## config.mk

```make
export PLATFORM = sky130hd
export DESIGN_NAME = load_extract_flat
export DESIGN_NICKNAME = d
export VERILOG_FILES = /design/src/rtl/load_extract_if.sv /design/src/rtl/load_extract.sv /design/src/flat_wrapper.sv
export SDC_FILE = /design/constraint.sdc
export NUM_CORES = 1
export LEC_CHECK = 0
export BUFFER_PORTS_ARGS = -buffer_cell sky130_fd_sc_hd__buf_2
export CORE_MARGIN = 4
export CORE_UTILIZATION = 53
export DETAILED_ROUTE_END_ITERATION = 7
export HOLD_SLACK_MARGIN = 0.03
export PLACE_DENSITY = 0.82
export REMOVE_ABC_BUFFERS = 1
export SETUP_SLACK_MARGIN = 0.02
export SLEW_MARGIN = 20
export SYNTH_ARGS = -nofsm -noshare
export SYNTH_HDL_FRONTEND = slang
export SYNTH_SLANG_ARGS = --single-unit
export TNS_END_PERCENT = 100
```

## constraint.sdc

```tcl
create_clock -name clk -period 2.25 [get_ports clk]
set_input_delay 0.45 -clock clk [delete_from_list [all_inputs] [get_ports clk]]
set_output_delay 0.45 -clock clk [all_outputs]
set_load 0.01 [all_outputs]
```

## src/rtl/load_extract_if.sv

```systemverilog
// Load request / response bundle between the execute stage, data memory and the load aligner.
// master drives requests and memory data; slave (load_extract) returns the extracted result.
interface load_extract_if #(
    parameter int DATA_W = 32
);
    logic              req_valid;
    logic [2:0]        req_funct3;
    logic [1:0]        req_addr_lo;
    logic              stall;
    logic              flush;
    logic [DATA_W-1:0] mem_rdata;
    logic              rsp_valid;
    logic [DATA_W-1:0] rsp_data;
    logic              misalign_err;

    modport master (
        output req_valid, req_funct3, req_addr_lo, stall, flush, mem_rdata,
        input  rsp_valid, rsp_data, misalign_err
    );

    modport slave (
        input  req_valid, req_funct3, req_addr_lo, stall, flush, mem_rdata,
        output rsp_valid, rsp_data, misalign_err
    );
endinterface

```

## src/rtl/load_extract.sv

```systemverilog
// RV32I load aligner: selects/extends the byte, half or word one cycle after the request,
// holding the result while stalled. Define LOAD_MISALIGN_CHECK_EN to flag misaligned LH/LHU/LW.
module load_extract #(
    parameter int DATA_W = 32
) (
    input  logic           clk,
    input  logic           rst_n,
    load_extract_if.slave  bus
);
    typedef enum logic [1:0] {
        IDLE = 2'd0,
        RESP = 2'd1,
        HOLD = 2'd2
    } state_t;

    state_t            state;
    state_t            state_nxt;
    logic              accept;
    logic              capture;
    logic [2:0]        funct3_p1;
    logic [1:0]        addr_lo_p1;
    logic [DATA_W-1:0] ext_data_p1;
    logic              ext_err_p1;
    logic [DATA_W-1:0] hold_data_p2;
    logic              hold_err_p2;

    function automatic logic [DATA_W-1:0] extract_load(
        input logic [DATA_W-1:0] word,
        input logic [2:0]        f3,
        input logic [1:0]        off
    );
        logic signed [7:0]  byte_s;
        logic signed [15:0] half_s;
        logic [DATA_W-1:0]  res;
        byte_s = word[{off, 3'b000} +: 8];
        half_s = off[1] ? word[31:16] : word[15:0];
        case (f3)
            3'b000:  res = {{(DATA_W-8){byte_s[7]}}, byte_s};
            3'b100:  res = {{(DATA_W-8){1'b0}}, byte_s};
            3'b001:  res = {{(DATA_W-16){half_s[15]}}, half_s};
            3'b101:  res = {{(DATA_W-16){1'b0}}, half_s};
            default: res = word;
        endcase
        return res;
    endfunction

    assign accept  = bus.req_valid && !bus.stall && !bus.flush;
    assign capture = (state == RESP) && bus.stall && !bus.flush;

`ifdef LOAD_MISALIGN_CHECK_EN
    function automatic logic is_misaligned(
        input logic [2:0] f3,
        input logic [1:0] off
    );
        case (f3)
            3'b001, 3'b101: return off[0];
            3'b010:         return off != 2'b00;
            default:        return 1'b0;
        endcase
    endfunction

    // A misaligned load returns zero data with the error flag raised.
    always_comb begin
        ext_err_p1  = is_misaligned(funct3_p1, addr_lo_p1);
        ext_data_p1 = ext_err_p1 ? '0 : extract_load(bus.mem_rdata, funct3_p1, addr_lo_p1);
    end

    always_ff @(posedge clk or negedge rst_n) begin
        if (!rst_n) begin
            hold_err_p2 <= 1'b0;
        end else if (capture) begin
            hold_err_p2 <= ext_err_p1;
        end
    end
`else
    assign ext_data_p1 = extract_load(bus.mem_rdata, funct3_p1, addr_lo_p1);
    assign ext_err_p1  = 1'b0;
    assign hold_err_p2 = 1'b0;
`endif

    always_ff @(posedge clk or negedge rst_n) begin
        if (!rst_n) begin
            state <= IDLE;
        end else begin
            state <= state_nxt;
        end
    end

    always_comb begin
        state_nxt = state;
        if (bus.flush) begin
            state_nxt = IDLE;
        end else begin
            case (state)
                IDLE:    state_nxt = accept ? RESP : IDLE;
                RESP:    state_nxt = bus.stall ? HOLD : (accept ? RESP : IDLE);
                HOLD:    state_nxt = bus.stall ? HOLD : (accept ? RESP : IDLE);
                default: state_nxt = IDLE;
            endcase
        end
    end

    // Stage p0 -> p1: request attributes; p1 -> p2: result frozen while stalled
    always_ff @(posedge clk or negedge rst_n) begin
        if (!rst_n) begin
            funct3_p1    <= '0;
            addr_lo_p1   <= '0;
            hold_data_p2 <= '0;
        end else begin
            if (accept) begin
                funct3_p1  <= bus.req_funct3;
                addr_lo_p1 <= bus.req_addr_lo;
            end
            if (capture) begin
                hold_data_p2 <= ext_data_p1;
            end
        end
    end

    always_comb begin
        bus.rsp_valid    = 1'b0;
        bus.rsp_data     = '0;
        bus.misalign_err = 1'b0;
        case (state)
            RESP: begin
                bus.rsp_valid    = 1'b1;
                bus.rsp_data     = ext_data_p1;
                bus.misalign_err = ext_err_p1;
            end
            HOLD: begin
                bus.rsp_valid    = 1'b1;
                bus.rsp_data     = hold_data_p2;
                bus.misalign_err = hold_err_p2;
            end
            default: begin
                bus.rsp_valid    = 1'b0;
            end
        endcase
    end
endmodule

```

## src/flat_wrapper.sv

```systemverilog
// flat-port wrapper written by rule: the top's interface ports become plain ports
module load_extract_flat 
#(
    parameter int DATA_W = 32
)
  (clk, rst_n, bus_req_valid, bus_req_funct3, bus_req_addr_lo, bus_stall, bus_flush, bus_mem_rdata, bus_rsp_valid, bus_rsp_data, bus_misalign_err);
  load_extract_if #(.DATA_W(DATA_W)) bus_i ();
  input  logic clk;
  input  logic rst_n;
  input wire logic [$bits(bus_i.req_valid)-1:0] bus_req_valid;
  input wire logic [$bits(bus_i.req_funct3)-1:0] bus_req_funct3;
  input wire logic [$bits(bus_i.req_addr_lo)-1:0] bus_req_addr_lo;
  input wire logic [$bits(bus_i.stall)-1:0] bus_stall;
  input wire logic [$bits(bus_i.flush)-1:0] bus_flush;
  input wire logic [$bits(bus_i.mem_rdata)-1:0] bus_mem_rdata;
  output wire logic [$bits(bus_i.rsp_valid)-1:0] bus_rsp_valid;
  output wire logic [$bits(bus_i.rsp_data)-1:0] bus_rsp_data;
  output wire logic [$bits(bus_i.misalign_err)-1:0] bus_misalign_err;
  assign bus_i.req_valid = bus_req_valid;
  assign bus_i.req_funct3 = bus_req_funct3;
  assign bus_i.req_addr_lo = bus_req_addr_lo;
  assign bus_i.stall = bus_stall;
  assign bus_i.flush = bus_flush;
  assign bus_i.mem_rdata = bus_mem_rdata;
  assign bus_rsp_valid = bus_i.rsp_valid;
  assign bus_rsp_data = bus_i.rsp_data;
  assign bus_misalign_err = bus_i.misalign_err;
  load_extract #(.DATA_W(DATA_W)) u_core (.clk(clk), .rst_n(rst_n), .bus(bus_i));
endmodule
```

* After elaboration in Yosys (flattened, before gate mapping)
Index checks and enable logic that the tools add are counted.
** Operators by class
- Muxes and demuxes :: 8
- Reduce and logical (&&, ||, !) cells :: 9
- Shift-type cells :: 1
- Eq/ne operators :: 5
** Operators by type and width (number)
- $pmux W32 S4 :: 1
- $pmux W32 S2 :: 1
- $shiftx A32 B6 Y8 :: 1
- $mux W16 :: 1
- $eq A3 B3 Y1 const B :: 2
- $logic_and A1 B1 Y1 :: 4
- $mux W2 :: 2
- $pmux W2 S2 :: 1
- $eq A3 B1 Y1 const B :: 1
- $logic_not A3 Y1 :: 1
- $eq A2 B1 Y1 const B :: 1
- $eq A2 B2 Y1 const B :: 1
- $logic_not A1 Y1 :: 2
- $logic_not A2 Y1 :: 1
- $mux W1 :: 2
- $reduce_or A2 Y1 :: 1
** Storage, ports and cells
- Bits of input ports :: 42
- Register bits after elaboration :: 39

* Longest topological paths before layout
- Depth after elaboration :: 7
- Depth in mapped cells :: 7
- Gate-level depth less buffers :: 5

* Worst setup path after synthesis
Ideal clock, no wire load.
- Path type :: register -> output
- Start :: reg u_core.state[0]
- End :: out bus_rsp_data[18]
- Data arrival time :: 1613 ps
- Path buffers :: 2
- Slack :: 187 ps
- Data required time :: 1800 ps
- Cell stages (with the launch flop) :: 7
- Path through :: dfrtp_1 > inv_1 > ha_1 > clkbuf_1 > clkbuf_1 > a21oi_1 > a311oi_1
** Between the ends
- Word-level cells in the longest chain between the ends :: 2
- Elaborated cells between the ends (all ways) :: 3
** RTL lines
- from (decl) :: RTL line load_extract.sv:16 : state_t state;
- from (signal assigned) :: RTL line load_extract.sv:85 : state <= state_nxt;
- $eq A2 B2 Y1 or $eq A2 B1 Y1 (tied branches) :: RTL line load_extract.sv:124 : case (state)
- $pmux W32 S2 (*) :: RTL line load_extract.sv:124
- to (decl) :: RTL line flat_wrapper.sv:17 : output wire logic [$bits(bus_i.rsp_data)-1:0] bus_rsp_data;
Every way passes the cells marked *; elsewhere a longest branch is shown, timed or not.

* Worst setup path in the final report
- Start :: reg u_core.addr_lo_p1[0]
- End :: out bus_rsp_data[1]
** Between the ends
- Word-level cells in the longest chain between the ends :: 3
** RTL lines
- from (decl) :: RTL line load_extract.sv:21 : logic [1:0] addr_lo_p1;
- from (signal assigned) :: RTL line load_extract.sv:112 : addr_lo_p1 <= bus.req_addr_lo;
- $shiftx A32 B6 Y8 :: RTL line load_extract.sv:35 : byte_s = word[{off, 3'b000} +: 8];
- $pmux W32 S4 :: RTL line load_extract.sv:37 : case (f3)
- $pmux W32 S2 :: RTL line load_extract.sv:124
Every way passes these cells.

==> reports/metrics.yaml <==
layout:
  fillers: 391
  drive_gt1_share_pct: 41.6
  final_core_util_pct: 71.9
  layoutNonFillerInstCount: 483
  multi_input_comb_area_um2: 1810
  insertedDiodeCount: 0
  fin_nets: 458
  stdcell_area_um2: 3670
  area_growth_pct: 31.8
  seq_area_um2: 980
yosys:
  async_flop_share_pct: 100
  ys_seq_elements: 39
  postSynthAreaPerCell_um2: 8.52
  synth-main-ff-cell: "dfrtp_1"
  synth_cell_types: 46
  syn_inst: 327
  yosysWarnings: 0
  synth_top_area_cell: "dfrtp_1"
  synth.cell_area_um2: 2790
  synth_most_common_cell: "nand2_1"
  synth_top_cells_by_count: "nand2_1, dfrtp_1, o21ai_0, a21oi_1, nor2_1"
  synth_top_area_share_pct: 35.0
  seq_area_frac_synth_pct: 35.0
  netlist_top_cells_area: "dfrtp_1, nand2_1, a311oi_2"
  synth_edf_count: 0
route:
  wl_per_cell_um: 17.8
  vias_per_cell: 6.10
  postRouteAntennaNets: 0
  drt_first_pass_iters: 6
  drtIter0Drc: 293
  routed_wl_mm: 8.61
  route.detailed.drc: 0
  vias: 2946
timing:
  rsz0062_at_grt: "true"
  skew_ns: 0.0117
  tightestPinTransition_ns: 0.908
  period_share_pct: 108
  relSlewSlack_pct: 39.5
  setup_viol: 32
  finalHoldViolCount: 0
  report.final.slew_viol_count: 0
  min_period_ns: 2.44
  max_freq_mhz: 410
  setup_ws_ns: -0.190
place:
  place_inst: 465
  port_buffers: 74
  hpwlAfterDp_mm: 5.67
  gp_congestion: 0.867
  dpl_cell_area_um2: 3280
flow_run:
  maxCapViolations: 0
die:
  std_cell_rows: 26
  io_pins: 76
  core_area_um2: 5110
  die_width_um: 80.5
  start_util_pct: 54.6
  die-height_um: 80.5
  die-area_um2: 6480
global_routing:
  grt_pass1_wl_mm: 13.7
  globalRouteTotalUtil_pct: 27.2
  grt_overflow: 0
  grt_max_degree: 40
  antenna_found_initial: 0
  first_global_vias: 2769
cts:
  clockBufferDepth: 2
  cts.sinks: 39
  clkTransAtPathRegs_ns: 0.08
  cts_buffers: 5
  root_buffer: "clkbuf_8"
  clkLatencyLatePin_ns: 0.30
  htree_levels: 2
  cts_tree: "built"
  ctsHoldBuffers: 0
pwr:
  leakage_uw: 0.00159
  power.switching_uw: 982
  p_clk_share_pct: 20.0
  seqPwrFrac_pct: 39.7
  power.internal_uw: 1680
  peakVddDrop_v: 0.000451
  powerDensity_nw_per_um2: 725
  combPwrFrac_pct: 40.3
  p_sw_share_pct: 36.9
outcome:
  violations: "negative setup slack"
  outcome: "finished, violations left"
setup_path:
  cp.arrival_ns: 1.99
  path_class: "register to output pin"
  critical_path.max_fanout: 7
  cp-start-kind: "register"
  critPathCaptureType: "output pin"
  crit_required_ns: 1.80
min_path:
  hold_class: "primary input to async pin"
[power groups by stage]
stage                     Clock, µW  Sequential (µW)  Combinational [µW]
after global routing            574             1080                1160
after floorplan                   0             1050                 518
after detailed placement          0             1050                 837
final                           532             1060                1070
after global placement            0             1040                 809
after CTS                       535             1050                 977
[cell families after synthesis]
group,Yosys count,share of synthesized area [%]
buffers and inverters,35,6.37
AOI/OAI and AO/OA,118,32.1
DFF,39,35.0
muxes,13,4.89
and+or+nand+nor,117,19.7
adders and majority gates,4,1.80
other,1,0.135
[layer usage]
layer  share of wire [%]  track usage, %
met2                  47            44.5
met1                  41            36.2
met3                 8.3            4.82
met4                 3.2            9.12
met5                   0               0
[metrics by stage]
step	setup slack [ns]	hold slack [ns]	setup TNS [ns]	total power [µW]
final	-0.190	0.281	-4.63	2660
after CTS	-0.143	0.305	-2.61	2560
after detailed placement	0.00828	0.466	0	1890
after global placement	0.0715	0.458	0	1850
after global routing	-0.264	0.340	-6.53	2820
after floorplan	-0.352	0.154	-5.44	1570
[sequential cells by signal, summed over array words and instances (netlist names)]
signal               cells
u_core.addr_lo_p1        2
u_core.hold_data_p2     32
u_core.state             2
u_core.funct3_p1         3
[worst max-delay path: stages, from the launching register on]
cell	delay, ns
dfrtp_2	0.53
nor3b_4	0.29
nor2_2	0.09
a222oi_1	0.39
buf_4	0.20
o21ai_2	0.05
buf_2	0.14
[area by class of cell]
type                    count  share of cell area [%]
repair buffers            105                    18.2
well taps                  70                    2.38
inverters                   8                   0.817
multi-input cells         253                    49.2
clock buffers               8                    2.72
flip-flops and latches     39                    26.7
[layout by cell type (no fill, tap or decap), drive strengths merged, types with 2 or more instances in the layout]
cell,Yosys,final
a21oi,23,23
a221oi,3,3
a222oi,3,3
a22o,3,3
a311oi,16,16
a31o,4,4
a31oi,16,16
a32o,7,7
and2,9,9
buf,11,104
clkbuf,16,8
dfrtp,39,39
ha,4,4
inv,7,7
mux2,5,5
mux2i,8,8
nand2,65,65
nand2b,6,6
nand3,2,2
nor2,20,20
nor2b,2,2
nor3b,8,8
o21ai,32,32
o221ai,2,2
o2bb2ai,3,3
[timing repair]
action / CTS / global route
pin swaps: 11 / 14
endpoints found under the setup margin: 32 / 32
cloned: 1 / 0
buffers inserted: 7 / 3
gates resized for setup: 31 / 21
[worst paths after layout]
kind / start / end / slack [ns] / cells after the start
hold reg to reg: u_core.hold_data_p2[4] / u_core.hold_data_p2[4] / 0.48 / 2
min in group clk: bus_flush / u_core.state[1] / 0.36 / 2
max in group asynchronous: rst_n / u_core.addr_lo_p1[1] / 1.35 / 1
setup / recovery: u_core.addr_lo_p1[0] / bus_rsp_data[1] / -0.19 / 6
setup reg to reg: u_core.addr_lo_p1[0] / u_core.hold_data_p2[24] / 0.36 / 6
hold / removal: rst_n / u_core.hold_data_p2[18] / 0.28 / 1
Power figures use the tool's default switching activity.
